===== config.mk =====
export PLATFORM = sky130hd
export DESIGN_NAME = debug_inputs_wb
export DESIGN_NICKNAME = d
export VERILOG_FILES = /design/src/rtl/debug_inputs_wb.sv
export SDC_FILE = /design/constraint.sdc
export NUM_CORES = 1
export LEC_CHECK = 0
export ABC_CLOCK_PERIOD_IN_PS = 9520
export CAP_MARGIN = 20
export CORE_ASPECT_RATIO = 1.25
export CORE_UTILIZATION = 60
export DETAILED_ROUTE_END_ITERATION = 10
export DONT_BUFFER_PORTS = 1
export HOLD_SLACK_MARGIN = 0.06
export PLACE_DENSITY = 0.76
export SLEW_MARGIN = 10
export SYNTH_ARGS = -nofsm -noshare
export SYNTH_HDL_FRONTEND = slang
export SYNTH_SLANG_ARGS = --single-unit
export TNS_END_PERCENT = 20

===== constraint.sdc =====
create_clock -name clk_i -period 9.52 [get_ports clk_i]
set_input_delay 1.904 -clock clk_i [delete_from_list [all_inputs] [get_ports clk_i]]
set_output_delay 1.904 -clock clk_i [all_outputs]
set_load 0.01 [all_outputs]

===== src/rtl/debug_inputs_wb.sv =====
// Debounces NUM_INPUTS asynchronous debug inputs and reports every debounced change
// as a Wishbone pipelined write, buffering events in a small FIFO while the bus is busy.
module debug_inputs_wb #(
  parameter int          NUM_INPUTS      = 8,
  parameter int          DEBOUNCE_PERIOD = 5_000_000,
  parameter int          FIFO_DEPTH      = 4,
  parameter int          DATA_WIDTH      = 32,
  parameter logic [31:0] TARGET_ADDR     = 32'h0,
  parameter int          MAX_RETRIES     = 3
) (
  input  logic                          clk_i,
  input  logic                          rst_i,
  input  logic [NUM_INPUTS-1:0]         inputs_i,
  output logic                          cyc_o,
  output logic                          stb_o,
  output logic                          we_o,
  output logic [31:0]                   adr_o,
  output logic [DATA_WIDTH-1:0]         dat_o,
  output logic [DATA_WIDTH/8-1:0]       sel_o,
  input  logic                          ack_i,
  input  logic                          err_i,
  input  logic                          rty_i,
  input  logic                          stall_i,
  output logic [NUM_INPUTS-1:0]         debounced_o,
  output logic [$clog2(FIFO_DEPTH):0]   fifo_level_o,
  output logic [7:0]                    dropped_o
);

  localparam int             CW          = $clog2(DEBOUNCE_PERIOD + 1);
  localparam logic [CW-1:0]  CNT_LAST    = CW'(DEBOUNCE_PERIOD - 1);
  localparam int             AW          = $clog2(FIFO_DEPTH);
  localparam int             LW          = AW + 1;
  localparam logic [LW-1:0]  FULL_LEVEL  = LW'(FIFO_DEPTH);
  localparam int             RW          = (MAX_RETRIES < 1) ? 1 : $clog2(MAX_RETRIES + 1);
  localparam logic [RW-1:0]  RETRY_LIMIT = RW'(MAX_RETRIES);

  typedef enum logic [1:0] {
    S_IDLE,
    S_STROBE,
    S_WAIT,
    S_BACKOFF
  } state_t;

  logic [NUM_INPUTS-1:0] r_sync1;
  logic [NUM_INPUTS-1:0] r_sync2;
  logic [NUM_INPUTS-1:0] r_debounced;
  logic [NUM_INPUTS-1:0] r_prev;
  logic [CW-1:0]         r_cnt [NUM_INPUTS];
  logic                  r_pendingDrop;
  logic [DATA_WIDTH-1:0] r_mem [FIFO_DEPTH];
  logic [AW-1:0]         r_wrPtr;
  logic [AW-1:0]         r_rdPtr;
  logic [LW-1:0]         r_level;
  logic [7:0]            r_dropped;
  state_t                r_state;
  logic [RW-1:0]         r_retries;
  logic                  r_cyc;
  logic                  r_stb;
  logic [DATA_WIDTH-1:0] r_dat;

  logic                  w_change;
  logic [DATA_WIDTH-1:0] w_eventWord;
  logic                  w_full;
  logic                  w_empty;
  logic                  w_pop;
  logic                  w_busDrop;
  logic                  w_pushAccept;
  logic                  w_pushDrop;
  logic [1:0]            w_dropInc;
  logic [8:0]            w_dropSum;

  always_ff @(posedge clk_i or posedge rst_i) begin
    if (rst_i) begin
      r_sync1 <= '0;
      r_sync2 <= '0;
    end else begin
      r_sync1 <= inputs_i;
      r_sync2 <= r_sync1;
    end
  end

  // A channel flips only after its synced value has disagreed for DEBOUNCE_PERIOD cycles in a row.
  always_ff @(posedge clk_i or posedge rst_i) begin
    if (rst_i) begin
      for (int i = 0; i < NUM_INPUTS; i++) begin
        r_cnt[i] <= '0;
      end
      r_debounced <= '0;
      r_prev      <= '0;
    end else begin
      r_prev <= r_debounced;
      for (int i = 0; i < NUM_INPUTS; i++) begin
        if (r_sync2[i] == r_debounced[i]) begin
          r_cnt[i] <= '0;
        end else if (r_cnt[i] == CNT_LAST) begin
          r_debounced[i] <= r_sync2[i];
          r_cnt[i]       <= '0;
        end else begin
          r_cnt[i] <= r_cnt[i] + 1'b1;
        end
      end
    end
  end

  assign w_change = (r_debounced != r_prev);

  always_comb begin
    w_eventWord                             = '0;
    w_eventWord[NUM_INPUTS-1:0]             = r_debounced;
    w_eventWord[2*NUM_INPUTS-1:NUM_INPUTS]  = r_debounced ^ r_prev;
    w_eventWord[DATA_WIDTH-1]               = r_pendingDrop;
  end

  assign w_full       = (r_level == FULL_LEVEL);
  assign w_empty      = (r_level == '0);
  assign w_pushAccept = w_change && (!w_full || w_pop);
  assign w_pushDrop   = w_change && w_full && !w_pop;

  always_ff @(posedge clk_i) begin
    if (w_pushAccept) begin
      r_mem[r_wrPtr] <= w_eventWord;
    end
  end

  always_ff @(posedge clk_i or posedge rst_i) begin
    if (rst_i) begin
      r_wrPtr       <= '0;
      r_rdPtr       <= '0;
      r_level       <= '0;
      r_pendingDrop <= 1'b0;
    end else begin
      if (w_pushAccept) begin
        r_wrPtr <= r_wrPtr + 1'b1;
      end
      if (w_pop) begin
        r_rdPtr <= r_rdPtr + 1'b1;
      end
      case ({w_pushAccept, w_pop})
        2'b10:   r_level <= r_level + 1'b1;
        2'b01:   r_level <= r_level - 1'b1;
        default: r_level <= r_level;
      endcase
      if (w_pushDrop) begin
        r_pendingDrop <= 1'b1;
      end else if (w_pushAccept) begin
        r_pendingDrop <= 1'b0;
      end
    end
  end

  // Completion decode; err outranks rty, which outranks ack.
  always_comb begin
    w_pop     = 1'b0;
    w_busDrop = 1'b0;
    case (r_state)
      S_STROBE: begin
        if (!stall_i && ack_i) begin
          w_pop = 1'b1;
        end
      end
      S_WAIT: begin
        if (err_i) begin
          w_pop     = 1'b1;
          w_busDrop = 1'b1;
        end else if (rty_i) begin
          if (r_retries >= RETRY_LIMIT) begin
            w_pop     = 1'b1;
            w_busDrop = 1'b1;
          end
        end else if (ack_i) begin
          w_pop = 1'b1;
        end
      end
      default: begin
        w_pop     = 1'b0;
        w_busDrop = 1'b0;
      end
    endcase
  end

  always_ff @(posedge clk_i or posedge rst_i) begin
    if (rst_i) begin
      r_state   <= S_IDLE;
      r_cyc     <= 1'b0;
      r_stb     <= 1'b0;
      r_dat     <= '0;
      r_retries <= '0;
    end else begin
      case (r_state)
        S_IDLE: begin
          if (!w_empty) begin
            r_dat     <= r_mem[r_rdPtr];
            r_cyc     <= 1'b1;
            r_stb     <= 1'b1;
            r_retries <= '0;
            r_state   <= S_STROBE;
          end
        end
        S_STROBE: begin
          if (!stall_i) begin
            r_stb <= 1'b0;
            if (ack_i) begin
              r_cyc   <= 1'b0;
              r_state <= S_IDLE;
            end else begin
              r_state <= S_WAIT;
            end
          end
        end
        S_WAIT: begin
          if (err_i) begin
            r_cyc   <= 1'b0;
            r_state <= S_IDLE;
          end else if (rty_i) begin
            r_cyc <= 1'b0;
            if (r_retries >= RETRY_LIMIT) begin
              r_state <= S_IDLE;
            end else begin
              r_retries <= r_retries + 1'b1;
              r_state   <= S_BACKOFF;
            end
          end else if (ack_i) begin
            r_cyc   <= 1'b0;
            r_state <= S_IDLE;
          end
        end
        S_BACKOFF: begin
          r_cyc   <= 1'b1;
          r_stb   <= 1'b1;
          r_state <= S_STROBE;
        end
        default: begin
          r_cyc   <= 1'b0;
          r_stb   <= 1'b0;
          r_state <= S_IDLE;
        end
      endcase
    end
  end

  // A FIFO overflow and a bus-side discard can land in the same cycle.
  assign w_dropInc = {1'b0, w_pushDrop} + {1'b0, w_busDrop};
  assign w_dropSum = {1'b0, r_dropped} + {7'd0, w_dropInc};

  always_ff @(posedge clk_i or posedge rst_i) begin
    if (rst_i) begin
      r_dropped <= '0;
    end else begin
      r_dropped <= w_dropSum[8] ? 8'hFF : w_dropSum[7:0];
    end
  end

  assign cyc_o        = r_cyc;
  assign stb_o        = r_stb;
  assign we_o         = 1'b1;
  assign adr_o        = TARGET_ADDR;
  assign dat_o        = r_dat;
  assign sel_o        = '1;
  assign debounced_o  = r_debounced;
  assign fifo_level_o = r_level;
  assign dropped_o    = r_dropped;

endmodule


**Word-level counts from Yosys, hierarchy flattened**

Memories as Yosys holds them, arrays and structs flattened. A register that Yosys moved wholly into a read port is not among the register bits.
Cells that the tools add are included.

- Flip-flop bits (word level): 270
- RAM bits: 68
- Output and inout port bits: 90
- Memories: 1

- Add/subtract/negate cells: 15
- $lt $le $gt $ge: 1
- Equality and inequality tests: 29
- Muxes and demuxes: 52
- Bitwise operators: 10
- Reduce and logical (&&, ||, !) cells: 27

Memory list:

| memory | words | bits a word | rd ports | clocked after memory_dff | wr ports | RTL line | text |
|---|---|---|---|---|---|---|---|
| r_mem | 4 | 17 | 1 | 1 | 1 | 50 | `logic [DATA_WIDTH-1:0] r_mem [FIFO_DEPTH];` |

Operator list:

| operator | count |
|---|---|
| 2-to-1 mux 23 bit | 16 |
| adder 23 x 1 -> 23 bit (second input constant) | 8 |
| equality test 23 bit (second input constant) | 8 |
| 2-to-1 mux 2 bit | 11 |
| AND reduction 2 bit | 10 |
| 2-to-1 mux 1 bit | 18 |
| inequality test 2 bit (second input constant) | 5 |
| adder 8 x 2 -> 9 bit | 1 |
| NOT 1 bit | 9 |
| equality test 1 bit | 8 |
| 2-to-1 mux 8 bit | 1 |
| inequality test 8 bit | 1 |
| case mux 2 bit (4 select lines) | 1 |
| bitwise XOR 8 bit | 1 |
| adder 2 x 1 -> 2 bit (second input constant) | 3 |
| equality test 2 bit (second input constant) | 3 |
| case mux 3 bit (2 select lines) | 1 |
| AND reduction 3 bit | 2 |
| nonzero test 2 bit | 3 |
| AND reduction 5 bit | 1 |
| equality test 2 x 1 -> 1 bit (second input constant) | 2 |
| logical AND 1 bit | 4 |
| inequality test 4 bit (second input constant) | 1 |
| case mux 1 bit (4 select lines) | 1 |
| 13 further kinds | 15 |

**Logic depth before layout (Yosys ltp)**

Gate-level depths: netlist of run 1.

- Word-level depth: 10
- Depth in mapped cells: 13
- Gate-level depth less buffers: 12

**Worst setup path after synthesis of run 1**

OpenSTA, ideal clock, no wires.

- Path kind: input -> register
- Start: input port rty_i
- End: register r_dropped[3], in the netlist dropped_o[3]
- Library setup time: 0.133 ns
- Data arrival time: 3.694 ns
- Slack: 5.693 ns
- Stages on the path: 9
- Buffers on the path: 0
- Cell sequence: nand2b_1 a21oi_1 nor2_2 and4_1 fa_1 ha_1 and3_1 nand3_1 o21ai_0

- Word-level cells in the longest chain between the ends: 8
- Elaborated cells between the ends (all ways): 11
- Classes of those cells: add/sub: 2; mux: 7; reduce/logical: 2

RTL lines:

| element | RTL line | text |
|---|---|---|
| start: declaration | 22 | `input logic rty_i,` |
| 2-to-1 mux 1 bit | 165 | `end else if (rty_i) begin` |
| 2-to-1 mux 1 bit | 162 | `if (err_i) begin` |
| case mux 1 bit (2 select lines) | 155 | `case (r_state)` |
| zero test 1 bit | 117 | `assign w_pushDrop = w_change && w_full && !w_pop;` |
| logical AND 1 bit | 117 |  |
| via w_pushDrop | 68 | `logic w_pushDrop;` |
| adder 1 x 1 -> 2 bit | 242 | `assign w_dropInc = {1'b0, w_pushDrop} + {1'b0, w_busDrop};` |
| adder 8 x 2 -> 9 bit | 243 | `assign w_dropSum = {1'b0, r_dropped} + {7'd0, w_dropInc};` |
| 2-to-1 mux 8 bit | 249 | `r_dropped <= w_dropSum[8] ? 8'hFF : w_dropSum[7:0];` |
| end signal: assignment | 249 |  |
| end: declaration | 54 | `logic [7:0] r_dropped;` |

The timed path passes the listed nets, and every way through them passes these cells.
A chain may end at the register's enable or synchronous reset.

**Worst setup path after layout of run 1**

- Start: input port rty_i
- End: memory r_mem[3][5] in the netlist's numbering, enable pin

- Word-level cells in the longest chain between the ends: 7

RTL lines:

| element | RTL line | text |
|---|---|---|
| 2-to-1 mux 1 bit | 165 |  |
| 2-to-1 mux 1 bit | 162 |  |
| case mux 1 bit (2 select lines) | 155 |  |
| logical OR 1 bit | 116 | `assign w_pushAccept = w_change && (!w_full \|\| w_pop);` |
| logical AND 1 bit | 116 |  |
| 2-to-1 mux 1 bit | 120 | `if (w_pushAccept) begin` |
| 2-to-1 mux 1 bit (not written as such) | 121 | `r_mem[r_wrPtr] <= w_eventWord;` |
| end: declaration | 50 |  |

Every way passes these cells.

==> results.toml, run 1 <==
[status]
outcome = "complete, no violations"

[clock_tree]
clkSlewWorstSetupHoldPaths_ns = 0.06
h-tree-depth = 1
cts_buffers = 31
clock_latency_ns = 0.55
cts.sinks = 323
cts_setup_buffers = 0
cts_tree = "done"
cts_buffer_depth = 3
cts-hold-fix-buffers = 0
root_buffer = "clkbuf_16"
ctsResizeCount = 0

[global_route]
antenna_found_initial = 0
grt_overflow = 0
grt_max_degree = 114
grt.total_usage_pct = 21.05
grt_pass1_vias = 9047
grt_pass1_wl_um = 43510

[timing]
period_minus_slack_ns = 3.561
post-route-period-util_pct = 37.40
totalNegativeSetupSlack_ns = 0
rsz0062_at_grt = "false"
skew_ns = 0.01367
tightest_slew_ns = 0.9795
finalHoldViolCount = 0
slew_headroom_pct = 34.70
fmaxAchievable_ghz = 0.2808
slew_violations = 0
final-setup-viol-count = 0

[floorplan]
die_area_um2 = 25580
core-area_um2 = 24500
die_h_um = 178.6
initial_core_util_pct = 61.07
ioPinCount = 104
fp.dieW_um = 143.2
rows = 64

[critical_path]
slowest_stage = "and2_1"
path_delay_family = "simple AND/OR/NAND/NOR gates"
timing.critical_path.buf_inv = 0
startpoint_type = "input pin"
arrival_ns = 3.73
crit_start = "rty_i"
criticalPathCategory = "in -> reg"
r2r-start = "debounced_o[2]$_DFFE_PP0P_"
path_cells = "nand2b_1 -> a21oi_1 -> nor2_2 -> a32oi_1 -> and2_1"
crit_path_end_kind = "flop"
critPathMaxFanout = 17
critPathMaxStageDelay_ns = 0.80
critical_path_required_ns = 9.69

[drt]
drt_wl_total_um = 25500
wl_per_cell_um = 15.34
drc = 0
first_iter_violations = 614
viasPerCell = 5.465
dr.pass1.iters = 5
vias = 9082
drtAntennaViolNets = 0

[synthesis]
syn_area_per_cell_um2 = 11.38
ys_async_sr_fraction_pct = 78.95
seq_area_frac_synth_pct = 56.29
ys_seq_elements = 323
synth-edff-count = 68
synthesis.area_um2 = 14960
ys_types = 58
synth_flop_cell = "dfrtp_1"
yosys_warnings = 0
syn_inst = 1315

[power]
powerDensity_nw_per_um2 = 182.0
leakagePower_nw = 6.833
max-vdd-ir-drop_mv = 0.1575

[cells_and_area]
syn_to_final_growth_pct = 6.539
final_nets = 1344
antenna_cells = 0
drive_gt1_share_pct = 8.709
fin_util_pct = 65.06

[place]
io_buffers = 0
gp_congestion = 0.8001
dp_hpwl_um = 16490

[worst_hold_path]
hold_class = "reg -> reg"
hp-start = "r_sync1[1]$_DFF_PP0_"

[job]
drv_cap = 0
==> through the flow <==
step | setup slack, ns | cells | hold WS (ns) | power [mW] | instance area, um^2
after global placement | 5.459 | 1606 | 0.3317 | 1.777 | 14960
after CTS | 5.950 | 1661 | 0.3496 | 2.938 | 15910
after detailed placement | 5.376 | 1606 | 0.3356 | 1.787 | 14960
after floorplan | 0.6026 | 1365 | 0.3312 | 1.748 | 15150
after global routing | 5.751 | 1662 | 0.3497 | 3.033 | 15940
final | 5.959 | 1662 | 0.3463 | 2.901 | 15940
==> kinds of logic after synthesis <==
logic type,after synthesis,synth area share (%)
xor gates and xnor gates,186,10.89
AOI/OAI and AO/OA,38,1.572
muxes,46,4.716
buffers and inverters,125,5.051
adders and majority gates,20,1.773
other,2,0.05019
and+or+nand+nor,575,19.66
DFF,323,56.29
==> where the power goes <==
group	internal (mW)	switching, mW	total (mW)	leakage, nW
Combinational	0.101	0.144	0.245	2.10
Clock	0.650	0.494	1.14	0.463
Sequential	1.44	0.0685	1.51	4.27
==> final cells by class <==
class,count,area [um^2]
flip-flops and latches,323,8423
clock inverters,10,53.80
multi-input cells,917,5972
fillers,1862,8562
well taps,330,412.9
inverters,33,131.4
clock buffers,45,898.4
repair buffers,4,50.05
==> registers in the layout (all words and copies together), names as in the netlist, 2 cells and up <==
register      count
r_wrPtr           2
r_mem            68
fifo_level_o      3
dropped_o         8
debounced_o       8
r_cnt           184
r_retries         2
r_sync2           8
r_rdPtr           2
r_state           2
r_sync1           8
r_prev            8
dat_o            17
==> worst paths after layout <==
kind | endpoint | slack (ns) | cells past startpoint
max | r_mem[3][5]$_DFFE_PP_ | 5.96 | 5
min | r_sync2[1]$_DFF_PP0_ | 0.35 | 0
max reg2reg | dropped_o[3]$_DFF_PP0_ | 6.17 | 9
min reg2reg | r_sync2[1]$_DFF_PP0_ | 0.35 | 0
max in group asynchronous | dat_o[8]$_DFFE_PP0P_ | 6.95 | 2
min in group asynchronous | r_sync1[6]$_DFF_PP0_ | 1.32 | 1
==> synthesized netlist by cell type, types with 2 or more instances <==
| library cell | number | area (um^2) |
|---|---|---|
| dfrtp_1 | 255 | 6381 |
| nor2_1 | 217 | 814.5 |
| xnor2_1 | 101 | 884.6 |
| xor2_1 | 85 | 744.5 |
| nand2_1 | 71 | 266.5 |
| nand3_1 | 71 | 355.3 |
| buf_4 | 70 | 525.5 |
| edfxtp_1 | 68 | 2042 |
| nor3_1 | 42 | 210.2 |
| nand4_1 | 34 | 212.7 |
| inv_1 | 33 | 123.9 |
| and3_1 | 28 | 175.2 |
| mux2_2 | 26 | 292.8 |
| and4_1 | 21 | 183.9 |
| nor4_1 | 21 | 131.4 |
| buf_2 | 18 | 90.09 |
| ha_1 | 18 | 225.2 |
| mux4_2 | 17 | 382.9 |
| o21ai_0 | 12 | 60.06 |
| a21oi_1 | 11 | 55.05 |
| nand2b_1 | 9 | 56.30 |
| and2_1 | 8 | 50.05 |
| nor4bb_1 | 7 | 70.07 |
| or2_2 | 7 | 43.79 |
| or4_1 | 5 | 37.54 |
| nor3b_1 | 4 | 30.03 |
| nor4_2 | 4 | 50.05 |
| nor4b_1 | 4 | 35.03 |
| a22o_1 | 3 | 26.28 |
| clkbuf_1 | 3 | 11.26 |
| mux2i_1 | 3 | 30.03 |
| nor2b_1 | 3 | 18.77 |
| or3_1 | 3 | 18.77 |
| a31oi_1 | 2 | 12.51 |
| a32oi_1 | 2 | 17.52 |
| conb_1 | 2 | 7.510 |
| fa_1 | 2 | 40.04 |
| nand3_2 | 2 | 20.02 |
| nand4_2 | 2 | 25.02 |
| o211ai_1 | 2 | 15.01 |
| or2_1 | 2 | 12.51 |
==> cell usage in the layout, fill, tap and decap left out, types with 8 or more instances in the layout <==
master,n
dfrtp_1,255
nor2_1,217
xnor2_1,101
xor2_1,85
nand2_1,71
nand3_1,71
edfxtp_1,68
conb_1,52
nor3_1,42
nand4_1,34
inv_1,32
clkbuf_16,31
and3_1,28
mux2_2,26
and4_1,21
nor4_1,21
ha_1,18
mux4_2,17
o21ai_0,12
a21oi_1,11
nand2b_1,9
and2_1,8
==> metal layers <==
layer  vias up  wire length (um)  track usage (%)
met2       158             12990            35.89
met1      4493             11000            28.05
li1       4398                 -                -
met5         -                 0                0
met3        33              1084            3.195
met4         0               419            5.940
Power figures use the tool's default switching activity.
==> inputs of run 2 (changes only) <==
--- a/config.mk
+++ b/config.mk
@@ -5,7 +5,7 @@
 export SDC_FILE = /design/constraint.sdc
 export NUM_CORES = 1
 export LEC_CHECK = 0
-export ABC_CLOCK_PERIOD_IN_PS = 9520
+export ABC_CLOCK_PERIOD_IN_PS = 3400
 export CAP_MARGIN = 20
 export CORE_ASPECT_RATIO = 1.25
 export CORE_UTILIZATION = 60
==> constraint.sdc (replaced) <==
create_clock -name clk_i -period 3.4 [get_ports clk_i]
set_input_delay 0.68 -clock clk_i [delete_from_list [all_inputs] [get_ports clk_i]]
set_output_delay 0.68 -clock clk_i [all_outputs]
set_load 0.01 [all_outputs]
==> results.toml, run 2 (synthesis gave the netlist of run 1 again) <==
[timing]
post-route-period-util_pct = 88.11
period_minus_slack_ns = 2.996
rsz0062_at_grt = "false"
skew_ns = 0.01634
slew_violations = 0
final-setup-viol-count = 0
slew_headroom_pct = 41.26
tightest_slew_ns = 0.8812
fmaxAchievable_ghz = 0.3338
finalHoldViolCount = 0
whs_ns = 0.1263

[critical_path]
critPathMaxStageDelay_ns = 0.51
crit_path_end_kind = "flop"
arrival_ns = 3.42
timing.critical_path.buf_inv = 0
critPathMaxFanout = 6
slowest_stage = "nor4_2"
criticalPathCategory = "reg -> reg"
path_cells = "xor2_1 -> nor4_2 -> nand2_1 -> and4_1 -> fa_1 -> ha_1 -> and3_1 -> nand3_1 -> o21ai_0"
critical_path_required_ns = 3.82
startpoint_type = "flop"
path_delay_family = "simple AND/OR/NAND/NOR gates"

[power]
p_switching_mw = 2.038
powerDensity_nw_per_um2 = 533.6
pwr-share-seq_pct = 48.6
total_power_mw = 8.672
intPower_mw = 6.633
switching_share_pct = 23.51
clock_power_share_pct = 43.1
leakagePower_nw = 7.010
max-vdd-ir-drop_mv = 0.4276
combPwrFrac_pct = 8.3

[floorplan]
die_area_um2 = 25580
initial_core_util_pct = 61.07
die_h_um = 178.6
core-area_um2 = 24500
rows = 64
fp.dieW_um = 143.2
ioPinCount = 104

[global_route]
grt_overflow = 0
grt.total_usage_pct = 21.54
grt_max_degree = 91
antenna_found_initial = 0
grt_pass1_vias = 9106
grt_pass1_wl_um = 44060

[worst_hold_path]
hold_class = "in -> async"

[place]
gp_congestion = 0.8187
io_buffers = 0
dp_hpwl_um = 17030

[clock_tree]
cts_buffer_depth = 3
ctsResizeCount = 0
root_buffer = "clkbuf_16"
cts_setup_buffers = 0
cts-hold-fix-buffers = 0
cts_buffers = 31
h-tree-depth = 1
clock_latency_ns = 0.55
cts_tree = "done"
clkSlewWorstSetupHoldPaths_ns = 0.06
cts.sinks = 323

[cells_and_area]
drive_gt1_share_pct = 10.30
antenna_cells = 0
regMostFlops = "r_cnt"
fin_util_pct = 66.32
syn_to_final_growth_pct = 8.604
final_nets = 1359
layout_common_cells = "dfrtp_1, nor2_1, xnor2_1"
final_common_cell = "dfrtp_1"
largest_reg_flops = 184

[drt]
drc = 0
drt_wl_total_um = 26170
vias = 9201
viasPerCell = 5.480
dr.pass1.iters = 5
drtAntennaViolNets = 0
first_iter_violations = 476
wl_per_cell_um = 15.58

[job]
drv_cap = 0

[status]
outcome = "complete, no violations"
run 2: cell types whose count changed in the layout (fill, tap and decap cells not counted), sizes merged:
cell    before  now
bufinv       0    6
clkbuf      45   39
clkinv       7   11
buf          4   19
inv         34   32
run 2: power by group through the flow:
stage / sequential (mW) / clock, mW / combinational [mW]
after floorplan: 4.21 / 0 / 0.690
after global placement: 4.28 / 0 / 0.715
after detailed placement: 4.29 / 0 / 0.733
after CTS: 4.22 / 3.81 / 0.740
after global routing: 4.23 / 3.95 / 0.817
final: 4.21 / 3.74 / 0.720
run 2: stage by stage:
stage	TNS [ns]	std cells	area, um^2	worst slack (ns)
after floorplan	-162.60	1365	15150	-0.6376
after global placement	0	1622	15120	0.5048
after detailed placement	0	1622	15120	0.4351
after CTS	0	1679	16250	0.3878
after global routing	0	1679	16250	0.08584
final	0	1679	16250	0.4042
run 2: cell type report:
cell class | instances | area, um^2
Clock inverter | 18 | 246.5
Fill cell | 1823 | 8253
Clock buffer | 39 | 888.4
Inverter | 33 | 127.6
Sequential cell | 323 | 8423
Multi-Input combinational cell | 917 | 5972
Timing Repair Buffer | 19 | 180.2
Tap cell | 330 | 412.9
run 2: worst reg2reg max path: stages, from the launching register on:
cell,delay (ns)
dfrtp_1,0.39
xor2_1,0.19
nor4_2,0.51
nand2_1,0.24
and4_1,0.30
fa_1,0.45
ha_1,0.24
and3_1,0.22
nand3_1,0.19
o21ai_0,0.13
run 2: final timing paths:
path	start	slack (ns)	depth (start not counted)	to
worst max-delay path	debounced_o[6]$_DFFE_PP0P_	0.40	9	dropped_o[5]$_DFF_PP0_
worst max register to register	debounced_o[6]$_DFFE_PP0P_	0.40	9	dropped_o[5]$_DFF_PP0_
min in group clk_i	inputs_i[1]	0.15	0	r_sync1[1]$_DFF_PP0_
max in group asynchronous	rst_i	2.36	2	r_cnt[6]$_DFF_PP0_
worst min-delay path	rst_i	0.13	1	r_cnt[145]$_DFF_PP0_
worst min register to register	r_sync1[2]$_DFF_PP0_	0.34	0	r_sync2[2]$_DFF_PP0_
run 2: per-layer routing:
layer  track usage, %  wire length (um)  share of wire (%)
met3            3.141              1123                4.3
met5                0                 0                  0
met2            37.95             13140                 50
met4            6.383               575                2.2
met1            27.57             11330                 43
==> inputs of run 3 (changes only) <==
--- a/config.mk
+++ b/config.mk
@@ -5,7 +5,7 @@
 export SDC_FILE = /design/constraint.sdc
 export NUM_CORES = 1
 export LEC_CHECK = 0
-export ABC_CLOCK_PERIOD_IN_PS = 3400
+export ABC_CLOCK_PERIOD_IN_PS = 2800
 export CAP_MARGIN = 20
 export CORE_ASPECT_RATIO = 1.25
 export CORE_UTILIZATION = 60
==> constraint.sdc (replaced) <==
create_clock -name clk_i -period 2.8 [get_ports clk_i]
set_input_delay 0.56 -clock clk_i [delete_from_list [all_inputs] [get_ports clk_i]]
set_output_delay 0.56 -clock clk_i [all_outputs]
set_load 0.01 [all_outputs]
==> results.toml, run 3 (synthesis gave the netlist of run 1 again) <==
[status]
outcome = "complete, no violations"

[cells_and_area]
layout_common_cells = "dfrtp_1, nor2_1, xnor2_1"
largest_reg_flops = 184
stdcell_count = 1700
final_common_cell = "dfrtp_1"
regMostFlops = "r_cnt"
fillers = 1802
drive_gt1_share_pct = 11.02
antenna_cells = 0
final_cell_area_um2 = 16420
final_nets = 1379
syn_to_final_growth_pct = 9.750

[critical_path]
r2r-start = "r_state[1]$_DFFE_PP0P_"
path_delay_family = "adder cells"
arrival_ns = 3.08
ff2ff_path_depth = 11
critPathMaxFanout = 6
slowest_stage = "fa_1"
path_cells = "inv_1 -> ha_1 -> nand2_1 -> a21oi_2 -> nor2_2 -> and4_1 -> fa_1 -> ha_1 -> and3_1 -> nand3_2 -> o21ai_0"
worstReg2RegEnd = "dropped_o[3]$_DFF_PP0_"
critical_path_required_ns = 3.23
timing.critical_path.buf_inv = 1
startpoint_type = "flop"
rrSetupSlack_ns = 0.14
crit_path_end_kind = "flop"
critPathMaxStageDelay_ns = 0.45
cp_common_cell = "ha_1"
criticalPathCategory = "reg -> reg"

[floorplan]
fp.dieW_um = 143.2
initial_core_util_pct = 61.07
die_h_um = 178.6
core-area_um2 = 24500
die_area_um2 = 25580
rows = 64
ioPinCount = 104

[clock_tree]
cts_buffers = 31
clock_latency_ns = 0.56
root_buffer = "clkbuf_16"
cts_tree = "done"
cts.sinks = 323
clkSlewWorstSetupHoldPaths_ns = 0.06
cts_buffer_depth = 3
h-tree-depth = 1

[drt]
dr.pass1.iters = 4
wl_per_cell_um = 15.13
vias = 9275
drtAntennaViolNets = 0
viasPerCell = 5.456
drc = 0
first_iter_violations = 457
drt_wl_total_um = 25720

[power]
total_power_mw = 10.46
max-vdd-ir-drop_mv = 0.5734
powerDensity_nw_per_um2 = 637.0
leakagePower_nw = 7.071

[timing]
period_minus_slack_ns = 2.655
tightest_slew_ns = 0.8526
slew_headroom_pct = 43.16
final-setup-viol-count = 0
post-route-period-util_pct = 94.82
finalHoldViolCount = 0
slew_violations = 0
skew_ns = 0.01544
fmaxAchievable_ghz = 0.3766

[worst_hold_path]
min_path_cells = 3
hp-start = "ack_i"
hold_end = "r_state[1]$_DFFE_PP0P_"
hold_class = "in -> reg"

[place]
placed_area_um2 = 15220
dp_hpwl_um = 16960
io_buffers = 0
gp_congestion = 0.8008
place_inst = 1632

[global_route]
grt_pass1_vias = 9144
grt_overflow = 0
antenna_found_initial = 0
grt.total_usage_pct = 20.89
grt_pass1_wl_um = 43400
grt_max_degree = 81

[job]
drv_cap = 0
==> run 3: cell types whose count changed in the layout (fill, tap and decap cells not counted), sizes merged <==
cell / delta
clkbuf: -4
bufinv: +1
clkinv: +2
inv: +1
dlygate4sd3: +9
clkinvlp: +1
buf: +11
==> run 3: report_power, final <==
part / switching (mW) / internal [mW]
clock: 1.77 / 2.68
combinational: 0.529 / 0.373
sequential: 0.204 / 4.91
total: 2.50 / 7.96
==> run 3: per-layer routing <==
metal | global-route usage, % | wire length [um] | up-vias
li1 | - | - | 4474
met3 | 3.651 | 1244 | 39
met1 | 26.44 | 10880 | 4593
met5 | 0 | 0 | -
met4 | 5.408 | 496 | 0
met2 | 37.05 | 13090 | 169
==> run 3: cell type report <==
class / instances / area, um^2 / area share [%]
clock inverter: 23 / 304.0 / 1.851
timing repair buffer: 39 / 377.9 / 2.301
tap: 330 / 412.9 / 2.514
clock buffer: 35 / 790.8 / 4.815
inverter: 33 / 127.6 / 0.7771
sequential: 323 / 8423 / 51.29
multi-input combinational: 917 / 5986 / 36.45
==> run 3: timing repair <==
action / in CTS / in global routing
hold buffers: 9 / 0
setup endpoints to repair: 5 / 7
pin swaps: 0 / 2
buffers inserted: 0 / 1
hold endpoints to repair: 30 / 0
resized for setup: 1 / 3
==> run 3: worst max path at each step <==
stage	slack, ns	cells after the start	startpoint	to
2_1_floorplan	-1.12	1	rst_i	cyc_o$_DFFE_PP0P_
3_3_place_gp	0.08	11	r_state[0]$_DFFE_PP0P_	dropped_o[3]$_DFF_PP0_
3_5_place_dp	-0.01	11	r_state[0]$_DFFE_PP0P_	dropped_o[3]$_DFF_PP0_
4_1_cts	0.01	11	r_state[0]$_DFFE_PP0P_	dropped_o[3]$_DFF_PP0_
5_1_grt	-0.008	11	r_state[0]$_DFFE_PP0P_	dropped_o[3]$_DFF_PP0_
6_report	0.14	11	r_state[1]$_DFFE_PP0P_	dropped_o[3]$_DFF_PP0_
==> run 3: worst reg2reg max path, stage by stage (launching register included) <==
cell and delay, ns:
dfrtp_1 0.40, inv_1 0.08, ha_1 0.33, nand2_1 0.08, a21oi_2 0.19, nor2_2 0.07, and4_1 0.22, fa_1 0.45
ha_1 0.24, and3_1 0.23, nand3_2 0.13, o21ai_0 0.11
==> run 3: metrics by stage <==
stage                     hold slack (ns)  setup slack (ns)  util [%]    TNS, ns
after global routing               0.2510         -0.008391     67.02  -0.008391
final                              0.2649            0.1449     67.02          0
after detailed placement           0.3347          -0.01208     62.10   -0.02786
after CTS                          0.2394           0.01208     66.95          0
after floorplan                    0.3312            -1.118         -    -285.00
after global placement             0.3325           0.08282     62.10          0
